$ cat src/rtl/icache_ctrl.sv
// Sequencing controller for the two-way instruction cache: lookup, miss refill,
// LRU victim write-back into the data arrays and cache-maintenance (cacop) operations.
module icache_ctrl #(
   parameter int INDEX_W = 8
) (
   input  logic         clk,
   input  logic         rst,
   input  logic         req_valid,
   input  logic [31:0]  req_va,
   input  logic [31:0]  req_pa,
   output logic         req_ready,
   input  logic         cancel,
   output logic         rsp_valid,
   output logic [31:0]  rsp_ins,
   input  logic         cacop_valid,
   input  logic [1:0]   cacop_op,
   input  logic [31:0]  cacop_va,
   input  logic [31:0]  cacop_pa,
   output logic         cacop_done,
   output logic [31:0]  ad,
   output logic [31:0]  pa,
   output logic [2:0]   control_en,
   output logic         select_way,
   output logic         wlru_en,
   input  logic         rlru,
   input  logic         hit,
   input  logic [31:0]  ins,
   output logic [255:0] r_data,
   output logic         rd_req,
   output logic [31:0]  rd_addr,
   input  logic         rd_rdy,
   input  logic         ret_valid,
   input  logic         ret_last,
   input  logic [31:0]  ret_data
);

   typedef enum logic [3:0] {
      S_IDLE,
      S_LOOKUP,
      S_MISS,
      S_REFILL,
      S_WRITE,
      S_REREAD,
      S_CACOP_TAG,
      S_CACOP_IDX,
      S_CACOP_LK,
      S_CACOP_INV0,
      S_CACOP_INV1,
      S_DONE
   } state_t;

   state_t         r_state;
   logic [31:0]    r_va;
   logic [31:0]    r_pa;
   logic [31:0]    r_cva;
   logic [31:0]    r_cpa;
   logic           r_victim;
   logic [2:0]     r_cnt;
   logic [255:0]   r_line;
   logic           r_cancelled;
   logic           r_replay;
   logic           r_cmp;
   logic           w_lookupHit;
   logic [31:0]    w_invAd;

   assign w_lookupHit = hit && !cancel;

   // Invalidate address keeps only tag and index; bit 0 is overwritten with the way
   assign w_invAd = {r_cva[31:INDEX_W+5], r_cva[INDEX_W+4:5], 5'b0};

   always_ff @(posedge clk) begin
      if (rst) begin
         r_state     <= S_IDLE;
         r_va        <= '0;
         r_pa        <= '0;
         r_cva       <= '0;
         r_cpa       <= '0;
         r_victim    <= 1'b0;
         r_cnt       <= '0;
         r_line      <= '0;
         r_cancelled <= 1'b0;
         r_replay    <= 1'b0;
         r_cmp       <= 1'b0;
      end else begin
         case (r_state)
            S_IDLE: begin
               r_replay <= 1'b0;
               if (cacop_valid) begin
                  r_cva <= cacop_va;
                  r_cpa <= cacop_pa;
                  r_cmp <= 1'b0;
                  case (cacop_op)
                     2'd0:    r_state <= S_CACOP_TAG;
                     2'd1:    r_state <= S_CACOP_IDX;
                     2'd2:    r_state <= S_CACOP_LK;
                     default: r_state <= S_DONE;
                  endcase
               end else if (req_valid) begin
                  r_va    <= req_va;
                  r_state <= S_LOOKUP;
               end
            end
            // A replayed lookup keeps the physical address captured on the original miss
            S_LOOKUP: begin
               if (!r_replay) r_pa <= req_pa;
               r_replay <= 1'b0;
               if (cancel) begin
                  r_state <= S_IDLE;
               end else if (hit) begin
                  if (req_valid) begin
                     r_va    <= req_va;
                     r_state <= S_LOOKUP;
                  end else begin
                     r_state <= S_IDLE;
                  end
               end else begin
                  r_victim    <= ~rlru;
                  r_cancelled <= 1'b0;
                  r_state     <= S_MISS;
               end
            end
            S_MISS: begin
               if (cancel) r_cancelled <= 1'b1;
               if (rd_rdy) begin
                  r_cnt   <= '0;
                  r_state <= S_REFILL;
               end
            end
            S_REFILL: begin
               if (cancel) r_cancelled <= 1'b1;
               if (ret_valid) begin
                  r_line[{r_cnt, 5'b0} +: 32] <= ret_data;
                  r_cnt <= r_cnt + 3'd1;
                  if (ret_last) r_state <= S_WRITE;
               end
            end
            S_WRITE: begin
               if (r_cancelled || cancel) begin
                  r_cancelled <= 1'b0;
                  r_state     <= S_IDLE;
               end else begin
                  r_state <= S_REREAD;
               end
            end
            S_REREAD: begin
               if (cancel) begin
                  r_state <= S_IDLE;
               end else begin
                  r_replay <= 1'b1;
                  r_state  <= S_LOOKUP;
               end
            end
            S_CACOP_TAG:  r_state <= S_DONE;
            S_CACOP_IDX:  r_state <= S_DONE;
            // First cycle reads the set, second cycle compares against cacop_pa
            S_CACOP_LK: begin
               if (!r_cmp) begin
                  r_cmp <= 1'b1;
               end else begin
                  r_cmp   <= 1'b0;
                  r_state <= hit ? S_CACOP_INV0 : S_DONE;
               end
            end
            S_CACOP_INV0: r_state <= S_CACOP_INV1;
            S_CACOP_INV1: r_state <= S_DONE;
            S_DONE:       r_state <= S_IDLE;
            default:      r_state <= S_IDLE;
         endcase
      end
   end

   always_comb begin
      req_ready  = 1'b0;
      rsp_valid  = 1'b0;
      rsp_ins    = '0;
      cacop_done = 1'b0;
      ad         = r_va;
      pa         = r_pa;
      control_en = 3'd0;
      select_way = 1'b0;
      wlru_en    = 1'b0;
      rd_req     = 1'b0;
      rd_addr    = {r_pa[31:5], 5'b0};
      r_data     = r_line;
      case (r_state)
         S_IDLE: begin
            req_ready = !cacop_valid && !rst;
            ad        = req_va;
         end
         S_LOOKUP: begin
            pa = r_replay ? r_pa : req_pa;
            if (w_lookupHit) begin
               rsp_valid = 1'b1;
               rsp_ins   = ins;
               wlru_en   = 1'b1;
               req_ready = !rst;
               if (req_valid) ad = req_va;
            end
         end
         S_MISS:   rd_req = 1'b1;
         S_WRITE: begin
            control_en = 3'd4;
            select_way = r_victim;
         end
         S_CACOP_TAG: begin
            control_en = 3'd1;
            ad         = r_cva;
         end
         S_CACOP_IDX: begin
            control_en = 3'd2;
            ad         = r_cva;
         end
         S_CACOP_LK: begin
            ad = r_cva;
            if (r_cmp) pa = r_cpa;
         end
         S_CACOP_INV0: begin
            control_en = 3'd3;
            ad         = {w_invAd[31:1], 1'b0};
         end
         S_CACOP_INV1: begin
            control_en = 3'd3;
            ad         = {w_invAd[31:1], 1'b1};
         end
         S_DONE:   cacop_done = 1'b1;
         default: begin
         end
      endcase
   end

endmodule

$ cat config.mk
export PLATFORM = sky130hd
export DESIGN_NAME = icache_ctrl
export DESIGN_NICKNAME = d
export VERILOG_FILES = /design/src/rtl/icache_ctrl.sv
export SDC_FILE = /design/constraint.sdc
export NUM_CORES = 1
export LEC_CHECK = 0
export ABC_AREA = 1
export CAP_MARGIN = 20
export CORE_AREA = 2 2 232 234
export CTS_BUF_LIST = sky130_fd_sc_hd__clkbuf_8
export DETAILED_ROUTE_END_ITERATION = 12
export DIE_AREA = 0 0 234 236
export GPL_ROUTABILITY_DRIVEN = 0
export PLACE_DENSITY = 0.65
export SYNTH_ARGS = -nofsm -noshare
export SYNTH_HDL_FRONTEND = slang
export SYNTH_SLANG_ARGS = --single-unit
export TNS_END_PERCENT = 100
$ cat constraint.sdc
create_clock -name clk -period 2 [get_ports clk]
set_input_delay 0.2 -clock clk [delete_from_list [all_inputs] [get_ports clk]]
set_output_delay 0.2 -clock clk [all_outputs]
set_load 0.05 [all_outputs]
==> impl_metrics.prom, run 1 <==
# TYPE chip_impl_metric gauge
chip_impl_info{name="timing.critical_path.from",value="r_state[0]"} 1
chip_impl_metric{name="setup_tns",unit="ps"} -85870
chip_impl_metric{name="die_width",unit="um"} 234
chip_impl_info{name="synth_top_area_cell",value="sky130_fd_sc_hd__dfxtp_1"} 1
chip_impl_info{name="cts_tree",value="yes"} 1
chip_impl_metric{name="place_worst_setup_slack",unit="ps"} -126
chip_impl_metric{name="power_density",unit="nW/um^2"} 1180
chip_impl_metric{name="max-vdd-ir-drop",unit="uV"} 769
chip_impl_metric{name="post_synth_num_cell_types",unit=""} 30
chip_impl_metric{name="number_of_top_level_pins",unit=""} 597
chip_impl_metric{name="finalWorstSetupSlack",unit="ps"} -471
chip_impl_metric{name="detail_route.wirelength",unit="mm"} 80.4
chip_impl_metric{name="net-switching-power",unit="mW"} 13.8
chip_impl_metric{name="wire_length_of_the_first_global_routing_pass",unit="mm"} 111
chip_impl_metric{name="comb_power_share",unit="%"} 48.0
chip_impl_metric{name="detailedRoute.firstIterationViolations",unit=""} 1087
chip_impl_metric{name="layout.nets",unit=""} 3077
chip_impl_metric{name="initial_utilization",unit="%"} 30.7
chip_impl_info{name="rsz0062_at_grt",value="yes"} 1
chip_impl_metric{name="netlist_area",unit="um^2"} 16300
chip_impl_metric{name="setup_viol",unit=""} 474
chip_impl_info{name="failed_checks",value="setup timing"} 1
chip_impl_metric{name="placed_cells",unit=""} 3352
chip_impl_metric{name="postSynthCellCount",unit=""} 2163
chip_impl_metric{name="critical_path_required",unit="ps"} 1800
chip_impl_metric{name="rows",unit=""} 85
chip_impl_metric{name="final_cell_area",unit="um^2"} 28900
chip_impl_metric{name="first_global_vias",unit=""} 18100
chip_impl_info{name="critical_path.startpoint_type",value="flop"} 1
chip_impl_metric{name="arrival",unit="ps"} 2270
chip_impl_metric{name="setup.reg_to_reg.worst_slack",unit="ps"} -310
chip_impl_metric{name="total_of_hold_buffers_inserted_after_clock_tree_synthesis",unit=""} 0
chip_impl_metric{name="worst_clock_skew",unit="ps"} 43.1
chip_impl_metric{name="tightest_slew",unit="ps"} 624
chip_impl_metric{name="cts_made_buffers",unit=""} 73
chip_impl_metric{name="antenna_found_initial",unit=""} 9
chip_impl_metric{name="grt_max_degree",unit=""} 90
chip_impl_metric{name="post-synth-top-area-fraction",unit="%"} 48.6
chip_impl_metric{name="die_height",unit="um"} 236
chip_impl_info{name="worstReg2RegStart",value="r_state[2]"} 1
chip_impl_metric{name="synthArstFlopShare",unit="%"} 0
chip_impl_metric{name="power_report.internal_total",unit="mW"} 20.3
chip_impl_metric{name="ant_nets",unit=""} 0
chip_impl_metric{name="clk_pin_slew",unit="ps"} 50
chip_impl_metric{name="final_cells",unit=""} 3622
chip_impl_metric{name="fill_cell_count",unit=""} 4609
chip_impl_metric{name="crit_path_max_fanout",unit=""} 6
chip_impl_metric{name="die_area",unit="um^2"} 55200
chip_impl_metric{name="finalWorstPathRequiredPeriod",unit="ps"} 2470
chip_impl_metric{name="via_count",unit=""} 19000
chip_impl_metric{name="synth.yosys.warnings",unit=""} 0
chip_impl_metric{name="post_synthesis_register_bit_count",unit=""} 395
chip_impl_metric{name="floorplan.core_area",unit="um^2"} 53100
chip_impl_metric{name="grt.total_usage",unit="%"} 26.2
chip_impl_metric{name="power.clock.fraction",unit="%"} 24.7
chip_impl_metric{name="synth.yosys.seq_area_share",unit="%"} 48.6
chip_impl_info{name="leading_cell_type_by_number_of_instances_after_synthesis",value="sky130_fd_sc_hd__nand2_1"} 1
chip_impl_info{name="timing.setup.critical_path_class",value="flop to output pin"} 1
chip_impl_metric{name="synthesis.area_per_instance",unit="um^2"} 7.52
chip_impl_metric{name="swShare",unit="%"} 40.5
chip_impl_metric{name="hold_violations",unit=""} 0
chip_impl_info{name="synth_area_leaders",value="sky130_fd_sc_hd__dfxtp_1 (49%), sky130_fd_sc_hd__a21oi_1 (12%), sky130_fd_sc_hd__nand2_1 (9.3%)"} 1
chip_impl_info{name="synth_top_cells_by_count",value="sky130_fd_sc_hd__nand2_1 (402), sky130_fd_sc_hd__a21oi_1 (397), sky130_fd_sc_hd__dfxtp_1 (395), sky130_fd_sc_hd__o21ai_0 (254), sky130_fd_sc_hd__nor2_1 (124)"} 1
chip_impl_metric{name="number_of_cells_on_the_worst_reg_to_reg_path",unit=""} 14
chip_impl_metric{name="detail_route.vias_per_cell",unit=""} 5.24
chip_impl_metric{name="layout-area-overhead-vs-synth",unit="%"} 77.3
chip_impl_metric{name="worst_hold_path.num_cells",unit=""} 4
chip_impl_info{name="ys.flop_type",value="sky130_fd_sc_hd__dfxtp_1"} 1
chip_impl_metric{name="detail_route.first_pass.iterations",unit=""} 7
chip_impl_metric{name="placed_cell_area",unit="um^2"} 23800
chip_impl_metric{name="max_freq",unit="GHz"} 0.405
chip_impl_metric{name="max_slew_margin",unit="%"} 58.6
chip_impl_metric{name="ctsHtreeMaxLevel",unit=""} 3
chip_impl_metric{name="cap_viol_max_count",unit=""} 0
chip_impl_metric{name="maxSlewViolCount",unit=""} 0
chip_impl_info{name="result_of_the_run",value="finished with violations"} 1
chip_impl_metric{name="grt_overflow",unit=""} 0
chip_impl_metric{name="total_drc_errors_in_the_routed_layout",unit=""} 0
chip_impl_metric{name="place_hpwl",unit="mm"} 49.2
chip_impl_metric{name="wire_per_inst",unit="um"} 22.2
chip_impl_metric{name="insertion_delay",unit="ps"} 660
chip_impl_metric{name="synth_edf_count",unit=""} 0
chip_impl_metric{name="total_power",unit="mW"} 34.0
chip_impl_info{name="hold_path_class",value="primary input to flop"} 1
chip_impl_metric{name="finalCritPeriodShare",unit="%"} 124
chip_impl_metric{name="drive_gt1_share",unit="%"} 22.9
chip_impl_metric{name="static-leakage-power",unit="nW"} 11.8
chip_impl_info{name="worstSetupEndpointType",value="output pin"} 1
chip_impl_metric{name="clk_path_buf_depth",unit=""} 3
chip_impl_metric{name="pwr-share-seq",unit="%"} 27.3
chip_impl_info{name="min-delay-start",value="rst"} 1
chip_impl_metric{name="port_buffers",unit=""} 591
chip_impl_metric{name="numClockSinks",unit=""} 395
chip_impl_info{name="root_buffer",value="sky130_fd_sc_hd__clkbuf_8"} 1
-- cell usage in the layout, fill, tap and decap left out, types with 5 or more instances in the layout --
master                            instances
sky130_fd_sc_hd__clkdlybuf4s50_1        440
sky130_fd_sc_hd__dfxtp_1                389
sky130_fd_sc_hd__a21oi_1                385
sky130_fd_sc_hd__nand2_1                341
sky130_fd_sc_hd__o21ai_0                209
sky130_fd_sc_hd__inv_1                  138
sky130_fd_sc_hd__buf_4                  134
sky130_fd_sc_hd__buf_12                 127
sky130_fd_sc_hd__o21ai_1                126
sky130_fd_sc_hd__clkbuf_8                91
sky130_fd_sc_hd__nor2_1                  81
sky130_fd_sc_hd__nor2_4                  46
sky130_fd_sc_hd__nand2_2                 38
sky130_fd_sc_hd__buf_6                   36
sky130_fd_sc_hd__nand3_1                 34
sky130_fd_sc_hd__o211ai_1                33
sky130_fd_sc_hd__dlygate4sd2_1           32
sky130_fd_sc_hd__nand3_2                 26
sky130_fd_sc_hd__buf_16                  26
sky130_fd_sc_hd__nand2_4                 22
sky130_fd_sc_hd__clkbuf_16               19
sky130_fd_sc_hd__a22oi_2                 15
sky130_fd_sc_hd__nor3_1                  12
sky130_fd_sc_hd__a211oi_1                12
sky130_fd_sc_hd__mux2i_1                 10
sky130_fd_sc_hd__a21oi_2                 10
sky130_fd_sc_hd__o21ai_2                  7
sky130_fd_sc_hd__nand3_4                  7
sky130_fd_sc_hd__buf_8                    6
sky130_fd_sc_hd__nor2_2                   5
sky130_fd_sc_hd__inv_8                    5
sky130_fd_sc_hd__conb_1                   5
-- worst max-delay path, stage by stage, from the launching register on --
cell	delay, ps
sky130_fd_sc_hd__dfxtp_4	390
sky130_fd_sc_hd__buf_4	130
sky130_fd_sc_hd__nor2_4	50
sky130_fd_sc_hd__o21ai_4	180
sky130_fd_sc_hd__nand2_4	100
sky130_fd_sc_hd__o21ai_4	180
sky130_fd_sc_hd__buf_12	160
sky130_fd_sc_hd__clkbuf_16	170
sky130_fd_sc_hd__nand2_2	60
sky130_fd_sc_hd__nand3_2	80
sky130_fd_sc_hd__buf_12	140
-- cell families (layout without fill, tap and decap cells) --
logic type	count (synthesis)	count (layout)	share of synthesized area, %
buffers and inverters	326	1081	9.17
DFF	395	395	48.6
AOI/OAI and AO/OA	804	804	25.7
other	1	9	0.0230
adders and majority gates	3	3	0.231
and+or+nand+nor	624	624	15.7
muxes	10	10	0.615
-- flip-flops by register name (all words and copies together), names as in the netlist --
register / count
r_data: 256
r_cva: 32
r_cnt: 3
r_va: 32
r_cpa: 32
r_cancelled: 1
r_state: 4
r_pa: 32
r_victim: 1
r_replay: 1
r_cmp: 1
-- area by class of cell --
type,instances,area (um^2),share of cell area (%)
Sequential cell,395,7930,27.5
Timing Repair inverter,1,5.00,0.0173
Timing Repair Buffer,823,9990,34.6
Clock buffer,91,1250,4.34
Tap cell,696,871,3.02
Multi-Input combinational cell,1446,7960,27.6
Clock inverter,36,315,1.09
Inverter,130,531,1.84
Antenna cell,4,10.0,0.0347
-- stage by stage --
| stage | hold WS (ps) | utilization [%] |
|---|---|---|
| 2_1_floorplan | 341 | - |
| 3_3_place_gp | 435 | 44.9 |
| 3_5_place_dp | 446 | 44.9 |
| 4_1_cts | 12.9 | 51.9 |
| 5_1_grt | 55.8 | 54.4 |
| 6_report | 48.4 | 54.4 |
-- per-layer routing --
layer | up-vias | routed length, um | track usage [%]
li1 | 8706 | - | -
met1 | 9094 | 30000 | 29.9
met2 | 978 | 38700 | 43.5
met3 | 199 | 8250 | 9.34
met4 | 10 | 3410 | 12.2
met5 | - | 67 | 0
-- power by group through the flow --
stage / clock, mW / combinational, mW / sequential [mW]
6_report: 8.41 / 16.4 / 9.28
5_1_grt: 8.90 / 17.1 / 9.35
4_1_cts: 8.57 / 15.3 / 9.20
3_5_place_dp: 0 / 12.6 / 9.28
3_3_place_gp: 0 / 12.5 / 9.25
2_1_floorplan: 0 / 7.06 / 9.31
-- final timing paths --
path                  to
max               ad[21]
min             r_cpa[9]
min reg2reg    r_cpa[13]
max reg2reg  r_data[253]
-- repair_timing --
action	4_1_cts	5_1_grt
hold endpoints to repair	0	0
pin swaps	46	47
buffers inserted	49	42
gates resized for setup	313	135
setup endpoints to repair	509	593
cloned	26	26
No activity file was read; power rests on OpenSTA's default activity.
==> inputs of run 2 (changes only) <==
==> constraint.sdc (replaced) <==
create_clock -name clk -period 2 [get_ports clk]
set_input_delay 0.2 -clock clk [delete_from_list [all_inputs] [get_ports clk]]
set_output_delay 0.2 -clock clk [all_outputs]
set_load 0.1 [all_outputs]
==> run 2 against run 1 <==
Fmax fell by 1.9%. Design area fell by 4.0%. Via count fell by 2.7%. Hold slack improved by 55 ps. Sequential share of layout area rose by 1.1 points. The flow still finishes with violations (setup timing). Global-route usage fell by 2.5 points. First-iteration DRC count rose by 3.6%. Critical endpoint is now ad[26]. Die area did not move. Flip-flop and latch count did not move. Setup slack got worse by 47 ps.
==> impl_metrics.prom, run 2 (synthesis gave the netlist of run 1 again) <==
# TYPE chip_impl_metric gauge
chip_impl_metric{name="worst_clock_skew",unit="ps"} 31.7
chip_impl_metric{name="layout.nets",unit=""} 3020
chip_impl_metric{name="initial_utilization",unit="%"} 30.7
chip_impl_metric{name="max_stage_delay",unit="ps"} 390
chip_impl_metric{name="critical_path_required",unit="ps"} 1800
chip_impl_metric{name="arrival",unit="ps"} 2320
chip_impl_metric{name="wire_length_of_the_first_global_routing_pass",unit="mm"} 101
chip_impl_metric{name="detail_route.first_pass.iterations",unit=""} 5
chip_impl_metric{name="grt_overflow",unit=""} 0
chip_impl_info{name="critical_path.startpoint_type",value="flop"} 1
chip_impl_metric{name="finalCritPeriodShare",unit="%"} 126
chip_impl_metric{name="detail_route.wirelength",unit="mm"} 77.1
chip_impl_metric{name="tightest_slew",unit="ps"} 595
chip_impl_metric{name="clk_path_buf_depth",unit=""} 3
chip_impl_metric{name="total_power",unit="mW"} 37.2
chip_impl_info{name="min-delay-start",value="rst"} 1
chip_impl_metric{name="die_width",unit="um"} 234
chip_impl_info{name="timing.critical_path.from",value="r_state[1]"} 1
chip_impl_metric{name="floorplan.core_area",unit="um^2"} 53100
chip_impl_info{name="timing.setup.critical_path_class",value="flop to output pin"} 1
chip_impl_metric{name="detailroute.wirelength.met2",unit="mm"} 37.8
chip_impl_metric{name="cap_viol_max_count",unit=""} 0
chip_impl_metric{name="via_count",unit=""} 18500
chip_impl_metric{name="rows",unit=""} 85
chip_impl_info{name="layout_commonest_cell",value="sky130_fd_sc_hd__dfxtp_1"} 1
chip_impl_metric{name="total_drc_errors_in_the_routed_layout",unit=""} 0
chip_impl_metric{name="power.clock.fraction",unit="%"} 21.6
chip_impl_metric{name="finalCoreUtilization",unit="%"} 52.2
chip_impl_metric{name="grt.total_usage",unit="%"} 23.8
chip_impl_metric{name="power_density",unit="nW/um^2"} 1340
chip_impl_metric{name="static-leakage-power",unit="nW"} 11.8
chip_impl_metric{name="ctsHtreeMaxLevel",unit=""} 3
chip_impl_info{name="worstReg2RegStart",value="r_state[2]"} 1
chip_impl_metric{name="clk_pin_slew",unit="ps"} 60
chip_impl_metric{name="max_freq",unit="GHz"} 0.397
chip_impl_metric{name="numClockSinks",unit=""} 395
chip_impl_metric{name="cts_made_buffers",unit=""} 71
chip_impl_info{name="worstSetupEndpointType",value="output pin"} 1
chip_impl_metric{name="detail_route.vias_per_cell",unit=""} 5.17
chip_impl_metric{name="antenna_found_initial",unit=""} 12
chip_impl_metric{name="wl_met1",unit="mm"} 28.0
chip_impl_metric{name="wire_per_inst",unit="um"} 21.6
chip_impl_metric{name="setup_tns",unit="ps"} -70860
chip_impl_metric{name="finalHoldWorstSlack",unit="ps"} 103
chip_impl_metric{name="max-vdd-ir-drop",unit="uV"} 795
chip_impl_metric{name="setup_viol",unit=""} 320
chip_impl_info{name="crit_path_frequent_cell",value="sky130_fd_sc_hd__buf_12"} 1
chip_impl_info{name="failed_checks",value="setup timing"} 1
chip_impl_info{name="root_buffer",value="sky130_fd_sc_hd__clkbuf_8"} 1
chip_impl_info{name="hold_path_class",value="primary input to flop"} 1
chip_impl_info{name="rsz0062_at_grt",value="yes"} 1
chip_impl_info{name="top_layer",value="met5"} 1
chip_impl_info{name="most-common-layout-cells",value="sky130_fd_sc_hd__dfxtp_1 (391), sky130_fd_sc_hd__a21oi_1 (376), sky130_fd_sc_hd__buf_4 (355)"} 1
chip_impl_metric{name="number_of_top_level_pins",unit=""} 597
chip_impl_metric{name="grt_max_degree",unit=""} 74
chip_impl_metric{name="finalWorstSetupSlack",unit="ps"} -518
chip_impl_metric{name="port_buffers",unit=""} 591
chip_impl_metric{name="first_global_vias",unit=""} 17200
chip_impl_metric{name="die_area",unit="um^2"} 55200
chip_impl_metric{name="met3_length",unit="mm"} 8.02
chip_impl_info{name="critical_path.slowest_cell",value="sky130_fd_sc_hd__dfxtp_4"} 1
chip_impl_metric{name="max_slew_margin",unit="%"} 60.3
chip_impl_metric{name="hold_violations",unit=""} 0
chip_impl_metric{name="layout-area-overhead-vs-synth",unit="%"} 70.3
chip_impl_metric{name="finalWorstPathRequiredPeriod",unit="ps"} 2520
chip_impl_metric{name="ant_nets",unit=""} 0
chip_impl_metric{name="pwr-share-seq",unit="%"} 25.0
chip_impl_metric{name="net-switching-power",unit="mW"} 17.0
chip_impl_metric{name="maxSlewViolCount",unit=""} 0
chip_impl_metric{name="crit_path_max_fanout",unit=""} 7
chip_impl_metric{name="power_report.internal_total",unit="mW"} 20.1
chip_impl_metric{name="detailedRoute.firstIterationViolations",unit=""} 1126
chip_impl_metric{name="drive_gt1_share",unit="%"} 30.8
chip_impl_info{name="cts_tree",value="yes"} 1
chip_impl_metric{name="die_height",unit="um"} 236
chip_impl_metric{name="largest_register_ff_count",unit=""} 256
chip_impl_info{name="crit_chain",value="inv_4 -> nor2_2 -> o21ai_2 -> nand2_4 -> o21ai_4 -> buf_12 -> buf_12 -> nand2_4 -> nand3_4 -> buf_12"} 1
chip_impl_info{name="result_of_the_run",value="finished with violations"} 1
chip_impl_metric{name="place_hpwl",unit="mm"} 49.1
chip_impl_metric{name="comb_power_share",unit="%"} 53.4
chip_impl_metric{name="insertion_delay",unit="ps"} 660
chip_impl_metric{name="swShare",unit="%"} 45.9
run 2: cell types whose count changed in the layout (fill, tap and decap cells not counted), moves of 13 or more:
cell,change
sky130_fd_sc_hd__o21ai_1,+19
sky130_fd_sc_hd__buf_16,-22
sky130_fd_sc_hd__o21ai_0,-19
sky130_fd_sc_hd__buf_6,-18
sky130_fd_sc_hd__buf_4,+221
sky130_fd_sc_hd__nand2_4,+13
sky130_fd_sc_hd__buf_12,+26
sky130_fd_sc_hd__dlygate4sd2_1,-32
sky130_fd_sc_hd__nand2_2,-18
sky130_fd_sc_hd__nand3_2,-20
sky130_fd_sc_hd__clkdlybuf4s50_1,-239
run 2: timing repair:
action / 4_1_cts / 5_1_grt
endpoints found under the setup margin: 222 / 405
gates cloned: 6 / 34
hold buffers: 0 / 0
pin swaps: 30 / 41
resized for setup: 121 / 198
buffers inserted: 21 / 32
run 2: final timing paths:
check / endpoint / slack [ps] / cells after the start
worst max-delay path: ad[26] / -520 / 10
worst min-delay path: r_pa[15] / 100 / 3
worst max register to register: r_data[202] / -290 / 14
worst min register to register: r_cpa[13] / 450 / 2
run 2: final cells by class:
| type | count | area (um^2) |
|---|---|---|
| Fill cell | 4712 | 25400 |
| Timing Repair Buffer | 767 | 8840 |
| Multi-Input combinational cell | 1448 | 8040 |
| Sequential cell | 395 | 7920 |
| Clock buffer | 89 | 1220 |
| Tap cell | 696 | 871 |
| Inverter | 130 | 519 |
| Clock inverter | 35 | 268 |
| Antenna cell | 10 | 25.0 |
run 2: per-stage QoR:
| step | cell area, um^2 | setup WS, ps | std cells |
|---|---|---|---|
| floorplan | 16800 | -597 | 2167 |
| global placement | 23900 | -221 | 3347 |
| detailed placement | 23900 | -279 | 3347 |
| CTS | 26100 | -497 | 3498 |
| global route | 27700 | -591 | 3567 |
| finish | 27700 | -518 | 3570 |
run 2: power groups by stage:
stage          Sequential, mW  Clock [mW]  Combinational, mW
2_1_floorplan            9.47           0               10.8
3_3_place_gp             9.25           0               17.0
3_5_place_dp             9.29           0               17.2
4_1_cts                  9.17        8.17               18.5
5_1_grt                  9.36        8.53               20.6
6_report                 9.30        8.02               19.8
run 2: critical path, delay by kind of cell, from the launching register on:
kind / cells / cell delay, ps
compound gates: 2 / 370
buf+inv: 4 / 600
flops: 1 / 390
simple gates: 4 / 320
run 2: routing by layer:
metal / track usage, % / up-vias
li1: - / 8581
met2: 39.6 / 947
met4: 10.5 / 4
met3: 8.72 / 199
met1: 27.0 / 8737
met5: 0 / -
==> patch: new RTL, flow settings as in run 1 <==
Make the reset (`rst`) asynchronous in one clocked block.
--- a/src/rtl/icache_ctrl.sv
+++ b/src/rtl/icache_ctrl.sv
@@ -68,7 +68,7 @@
    // Invalidate address keeps only tag and index; bit 0 is overwritten with the way
    assign w_invAd = {r_cva[31:INDEX_W+5], r_cva[INDEX_W+4:5], 5'b0};
 
-   always_ff @(posedge clk) begin
+   always_ff @(posedge clk or posedge rst) begin
       if (rst) begin
          r_state     <= S_IDLE;
          r_va        <= '0;
Function: not settled (the Yosys comparison gave no result); the edit may change what the design does.
==> patch against run 1 <==
- the run still ends with negative setup slack left
- total power rose by 40%
- synthesized area increased by 15%
- synthesized cell count increased by 9.7%
- sequential power up 19%
- worst setup slack got worse by 0.12 ns
- routed wire length shrank 3.4%
- die area unchanged
- cell area increased by 5.6%
- critical path depth grew 1
- clock skew down 0.013 ns
- sequential cell count stayed put
- utilization is 3.0 points higher
- largest cell class is now sequential cells
- highest routed layer is now met4
==> patch: results (changes against run 1) <==
INFO  run_status     status=complete, but fails checks
INFO  run_status     violated_checks=negative setup slack
INFO  synthesis      async_reset_ff_share=100% [+100 points]
INFO  power_and_ir_drop cellLeakagePower=15.6nW [+32%]
INFO  route          detailedRoute.firstIterationViolations=1398 [+29%]
INFO  final_layout   final.signal_buffer_count=768 [-6.7%]
INFO  synthesis      yosys_most_used_dff=sky130_fd_sc_hd__dfrtp_1
INFO  grt            grt_pass1_vias=18500 [+2.4%]
INFO  sta            timing.final.setup_violations=134 [-72%]
INFO  worst_hold_path hold_path_end=r_cpa[25]$_DFFE_PP0P_
INFO  final_layout   clock_buffers=88 [-3.3%]
INFO  sta            setup_ws=-0.592ns [-0.121 ns]
INFO  final_layout   inverters=172 [+31%]
INFO  worst_setup_path r2r_end=r_va[6]$_DFFE_PP0P_
INFO  route          post_drt_via_cell_ratio=5.11 [-2.5%]
INFO  final_layout   multi_input_comb_area=8500um^2 [+6.8%]
INFO  sta            slew_headroom=52.1% [-6.5 points]
INFO  final_layout   antenna_cells=8 [+4]
INFO  sta            clock_skew_after_layout=0.0301ns [-0.0131 ns]
INFO  synthesis      post_synth_mux_area_share=0% [-0.62 points]
INFO  placed_design  dpl_cell_area=26700um^2 [+12%]
INFO  synthesis      sequential_element_share_of_the_synthesized_area=52.8% [+4.2 points]
INFO  final_layout   seq_area=9890um^2 [+25%]
INFO  worst_setup_path r2r_slack=-0.11ns [+0.20 ns]
INFO  synthesis      synth-compound-area-share=12.6% [-13 points]
INFO  synthesis      synth_xor_xnor_area_share=0.0468% [+0.047 points]
INFO  sta            timing.hold.ws=0.0922ns [+0.0439 ns]
INFO  final_layout   final_layout_size_suffix_gt1_share=21.6% [-1.3 points]
INFO  worst_setup_path critical_path_arrival=2.39ns [+0.12 ns]
INFO  worst_hold_path hp-start=cacop_pa[25]
INFO  worst_setup_path timing.rr.start=r_state[3]$_DFFE_PP0P_
INFO  synthesis      synth_common_cells=sky130_fd_sc_hd__nand2_1, sky130_fd_sc_hd__dfrtp_1, sky130_fd_sc_hd__inv_1, sky130_fd_sc_hd__o21ai_1, sky130_fd_sc_hd__o21ai_0
INFO  grt            first_pass_grt_wire_length=109mm [-2.3%]
INFO  synthesis      arithmetic_cell_share_of_the_synthesized_area_counting_full_adders_half_adders_and_majority_gates=0.200% [-0.030 points]
## patch: repair_timing
item / 4_1_cts / 5_1_grt
gates resized for setup: 437 / 318
cloned: 7 / 27
setup buffers: 20 / 33
pin swaps: 43 / 53
hold buffers: 1 / 0
setup endpoints to repair: 435 / 390
hold endpoints to repair: 1 / 0
## patch: worst max-delay path: stages, from the launching register on
cell and delay, ns:
sky130_fd_sc_hd__dfrtp_1 0.42, sky130_fd_sc_hd__buf_6 0.14, sky130_fd_sc_hd__nor2_4 0.13, sky130_fd_sc_hd__nand2_4 0.11, sky130_fd_sc_hd__buf_12 0.16, sky130_fd_sc_hd__nor2_4 0.16
sky130_fd_sc_hd__buf_8 0.17, sky130_fd_sc_hd__nand2_1 0.06, sky130_fd_sc_hd__nand2_1 0.07, sky130_fd_sc_hd__a21oi_1 0.04, sky130_fd_sc_hd__nand2_1 0.13, sky130_fd_sc_hd__buf_12 0.15
## patch: worst max path at each step
stage	startpoint	cells past startpoint	endpoint
final	r_state[3]$_DFFE_PP0P_	11	ad[5]
after global routing	r_state[3]$_DFFE_PP0P_	11	ad[11]
after CTS	r_state[3]$_DFFE_PP0P_	11	pa[18]
after detailed placement	r_cnt[1]$_DFFE_PP0P_	8	r_data[215]$_DFFE_PP0P_
after global placement	req_valid	8	ad[18]
after floorplan	rst	1	r_cancelled$_DFFE_PP0P_
## patch: cells by family after synthesis
logic type                 count (synthesis)
and+or+nand+nor                         1205
AOI/OAI and AO/OA                        430
DFF                                      395
buffers and inverters                    337
adders and majority gates                  3
xor gates and xnor gates                   1
other                                      1
## patch: report_power, final
| part | switching, mW | internal [mW] | leakage, nW |
|---|---|---|---|
| Clock | 3.56 | 4.23 | 0.830 |
| Sequential | 1.19 | 9.78 | 5.27 |
| Combinational | 17.8 | 11.2 | 9.45 |
## patch: metal layers
layer | global-route usage [%] | routed length [um] | up-vias
met5 | 0 | 0 | -
met3 | 5.29 | 5920 | 221
met1 | 33.7 | 31400 | 9431
met2 | 40.4 | 36400 | 941
li1 | - | - | 8890
met4 | 11.5 | 3990 | 0
## patch: through the flow
| step | power [mW] | setup slack [ns] | instances | utilization, % | TNS, ns |
|---|---|---|---|---|---|
| 2_1_floorplan | 25.1 | -3.52 | 2376 | - | -1392.33 |
| 3_3_place_gp | 35.8 | -0.135 | 3594 | 50.3 | -1.10 |
| 3_5_place_dp | 36.1 | -0.151 | 3594 | 50.3 | -4.11 |
| 4_1_cts | 45.3 | -0.606 | 3746 | 54.2 | -50.45 |
| 5_1_grt | 49.8 | -0.692 | 3810 | 57.4 | -60.34 |
| 6_report | 47.8 | -0.592 | 3810 | 57.4 | -47.38 |
